===== src/rtl/seq_decoder.sv =====
// seq_decoder: handshaked index register with rotate ops, decoded to one-hot or thermometer output.
// Ports: clk, rst (async, active-high); in_valid/in_ready/in_op/in_sel request side;
//        out_valid/out_ready beat handshake; O decoded output, idx current index, wrap rotate-wrap flag.
module seq_decoder #(
  parameter int SEL_W  = 4,
  parameter int THERMO = 0
) (
  input  logic                  clk,
  input  logic                  rst,
  input  logic                  in_valid,
  output logic                  in_ready,
  input  logic [1:0]            in_op,
  input  logic [SEL_W-1:0]      in_sel,
  output logic                  out_valid,
  input  logic                  out_ready,
  output logic [2**SEL_W-1:0]   O,
  output logic [SEL_W-1:0]      idx,
  output logic                  wrap
);
  localparam int OUT_W = 2**SEL_W;
  typedef enum logic {IDLE, ACTIVE} state_t;
  state_t st_q, st_d;
  logic [SEL_W-1:0] idx_q, idx_d;
  logic [OUT_W-1:0] o_q, o_d;
  logic wrap_q, wrap_d, vld_q, vld_d, acc, act;
  assign in_ready  = !vld_q || out_ready;
  assign out_valid = vld_q;
  assign O         = o_q;
  assign idx       = idx_q;
  assign wrap      = wrap_q;
  assign acc       = in_valid && in_ready;
  assign act       = st_q == ACTIVE;
  always_comb begin
    st_d   = st_q;
    idx_d  = idx_q;
    wrap_d = wrap_q;
    if (acc) begin
      case (in_op)
        2'b00: begin
          st_d   = ACTIVE;
          idx_d  = in_sel;
          wrap_d = 1'b0;
        end
        2'b01: begin
          st_d   = ACTIVE;
          idx_d  = act ? idx_q + SEL_W'(1) : '0;
          wrap_d = act && &idx_q;
        end
        2'b10: begin
          st_d   = ACTIVE;
          idx_d  = act ? idx_q - SEL_W'(1) : '1;
          wrap_d = act && ~|idx_q;
        end
        default: begin
          st_d   = IDLE;
          idx_d  = '0;
          wrap_d = 1'b0;
        end
      endcase
    end
    vld_d = acc || (vld_q && !out_ready);
    // ~idx_d equals OUT_W-1-idx_d, so the right shift leaves bits 0..idx_d set
    o_d = st_d == IDLE ? '0 : THERMO != 0 ? {OUT_W{1'b1}} >> ~idx_d : OUT_W'(1) << idx_d;
  end
  always_ff @(posedge clk or posedge rst) begin
    if (rst) begin
      st_q   <= IDLE;
      idx_q  <= '0;
      o_q    <= '0;
      wrap_q <= 1'b0;
      vld_q  <= 1'b0;
    end else begin
      st_q   <= st_d;
      idx_q  <= idx_d;
      o_q    <= o_d;
      wrap_q <= wrap_d;
      vld_q  <= vld_d;
    end
  end
endmodule

===== config.mk =====
export PLATFORM = sky130hd
export DESIGN_NAME = seq_decoder
export DESIGN_NICKNAME = d
export VERILOG_FILES = /design/src/rtl/seq_decoder.sv
export SDC_FILE = /design/constraint.sdc
export NUM_CORES = 1
export LEC_CHECK = 0
export CORE_ASPECT_RATIO = 0.8
export CORE_MARGIN = 5
export CORE_UTILIZATION = 30
export CTS_BUF_LIST = sky130_fd_sc_hd__clkbuf_4 sky130_fd_sc_hd__clkbuf_8
export DETAILED_ROUTE_END_ITERATION = 8
export HOLD_SLACK_MARGIN = 0.12
export PLACE_DENSITY = 0.66
export SLEW_MARGIN = 0
export SYNTH_ARGS = -nofsm -noshare
export SYNTH_HDL_FRONTEND = slang
export SYNTH_SLANG_ARGS = --single-unit
export TNS_END_PERCENT = 50

===== constraint.sdc =====
create_clock -name clk -period 5.43 [get_ports clk]
set_input_delay 0.543 -clock clk [delete_from_list [all_inputs] [get_ports clk]]
set_output_delay 0.543 -clock clk [all_outputs]
set_load 0.02 [all_outputs]

==> reports/qor.yml <==
yosys:
  synth_top_area_share_pct: 50.1
  syn_area_um2: 1150
  yosysTopAreaCell: "dfrtp_1"
  synth_fp_nets: 126
  ys_top_cells_by_count: "dfrtp_1, nor3_1, nand2_1"
  ys_ff_latch: 23
  yosysSeqAreaShare_pct: 50.1
  synthDistinctLibCells: 36
  ys.flop_type: "dfrtp_1"
  yosysMostFrequentCell: "dfrtp_1"
  synthCells: 108
  synth_edf_count: 0
  synth.avg_cell_area_um2: 10.6
  ys_top_cells_by_area: "dfrtp_1, ha_1, nor3_1"
  async_reset_ff_share_pct: 100
  yosysWarnings: 0
power_and_ir_drop:
  switching_share_pct: 33.6
  clockPowerShare_pct: 24.9
  irDropWorstVdd_v: 0.000189
  seqPwrFrac_pct: 46.7
  p_int_w: 0.000287
  comb_power_share_pct: 28.4
  cellLeakagePower_nw: 0.659
  power_switching_w: 0.000145
  power_density_nw_per_um2: 280
global_routing:
  grt_max_degree: 24
  antenna_found_initial: 0
  grt_pass1_vias: 955
  grtUsageTotal_pct: 11.3
  grt_overflow_total: 0
  grt_pass1_wl_um: 4580
timing:
  holdWs_ns: 0.488
  min_period_ns: 2.47
  setup_viol: 0
  relSlewSlack_pct: 43.9
  tns_ns: 0
  slew_violations: 0
  rsz0062_at_grt: "false"
  clock_skew_ns: 0.00218
  tightest_slew_ns: 0.840
  layout_setup_ws_ns: 2.96
  timing.final.crit_share_pct: 45.4
  hold_viol_final: 0
  max_freq_mhz: 406
finish:
  antenna_cells: 0
  fin_util_pct: 41.2
  fin_nets: 159
  drive_gt1_share_pct: 6.43
  synthToLayoutAreaGrowth_pct: 34.6
placement:
  dp_slack_ns: 2.69
  routabilityCongestion: 0.772
  port_buffers: 32
  hpwlAfterDp_um: 2080
worst_setup_path:
  worstPathCellList: "clkdlybuf4s50_1 -> inv_1 -> ha_1 -> a21o_1 -> a22oi_1 -> or2_2 -> a32oi_1 -> nor3_1"
  crit_type: "input port to flop"
  cp-start-kind: "input port"
  cp_slowest_stage_delay_ns: 0.54
  end_kind: "flop"
  critPathRequiredTime_ns: 5.55
  crit_slowest_cell: "a32oi_1"
  crit_path_max_fanout: 8
  cp_data_arrival_time_ns: 2.59
clock_tree:
  clk_path_buf_depth: 2
  cts_hold_buf: 0
  cts_resized: 0
  cts_setup_buffers: 0
  cts_buffers: 3
  cts_tree: "done"
  htree_num_levels: 1
  clk_pin_slew_worst_paths_ns: 0.08
  cts-root-buf: "clkbuf_8"
  cts_sinks: 23
  clock_latency_ns: 0.26
die:
  die_x_um: 79.2
  fp.dieH_um: 65.4
  die-area_um2: 5180
  start_util_pct: 30.6
  io_pins: 33
  fp.coreArea_um2: 3750
  rows: 20
drt:
  drtIter0Drc: 40
  finalWirelength_um: 2730
  remaining_drc_errors: 0
  firstDrtPassIters: 4
  post_drt_via_cell_ratio: 4.98
  wire_per_inst_um: 14.9
  ant_nets: 0
  vias: 917
run_status:
  status: "finished, final reports clean"
flow_run:
  drv_cap: 0
worst_hold_path:
  hp-class: "flop to flop"
[path summary, 6_finish.rpt]
| path | startpoint | slack [ns] | endpoint | depth (start not counted) |
|---|---|---|---|---|
| hold / removal | wrap | 0.49 | wrap | 2 |
| setup / recovery | in_op[0] | 2.96 | O[12] | 8 |
| setup reg to reg | idx[0] | 3.27 | O[9] | 7 |
| min in group asynchronous | rst | 0.75 | O[15] | 2 |
| max in group asynchronous | rst | 4.17 | wrap | 2 |
| hold reg to reg | wrap | 0.49 | wrap | 2 |
[final cells by class]
cell class,count,area [um^2]
clock buffers,3,41.3
clock inverters,1,7.51
flip-flops and latches,23,576
repair buffers,32,320
inverters,7,28.8
fillers,360,2210
multi-input cells,74,519
well taps,44,55.1
[placed cells by master, fill, tap and decap left out, types with 6 or more instances in the layout]
master	n
clkdlybuf4s50_1	32
dfrtp_1	23
ha_1	8
inv_1	6
nand2_1	12
nor3_1	16
[worst max-delay path: cells and delay by family]
kind | cells | cell delay, ns
simple gates | 2 | 0.42
fa+ha+maj | 1 | 0.31
buf+inv | 2 | 0.58
compound gates | 3 | 0.73
[routing by layer]
layer	global-route usage [%]	share of wire [%]	up-vias
li1	-	-	447
met4	2.79	0.99	0
met3	4.38	7.1	4
met5	0	0	-
met1	14.8	48	437
met2	17.4	44	29
[power by group through the flow]
stage,logic [W],clock network [W],registers (W)
after floorplan,0.0000717,0,0.000210
after global placement,0.000120,0,0.000204
after detailed placement,0.000123,0,0.000205
after CTS,0.000124,0.000112,0.000202
after global routing,0.000135,0.000117,0.000205
final,0.000123,0.000108,0.000202
[registers in the layout, indices dropped and copies added, names as in the netlist]
register / flops
O: 16
out_valid: 1
act: 1
idx: 4
wrap: 1
[cell families after synthesis]
| logic type | after synthesis | synth area share (%) |
|---|---|---|
| fa+ha+maj | 8 | 8.71 |
| buf+inv | 11 | 4.79 |
| compound gates | 20 | 15.9 |
| xor+xnor | 2 | 1.52 |
| simple gates | 44 | 19.0 |
| flops | 23 | 50.1 |
[per-stage QoR]
stage                     area (um^2)  cells  total power [W]
after floorplan                  1150    108         0.000282
after global placement           1500    180         0.000324
after detailed placement         1500    180         0.000328
after CTS                        1550    184         0.000438
after global routing             1550    184         0.000457
final                            1550    184         0.000433
No activity file was read; power rests on OpenSTA's default activity.
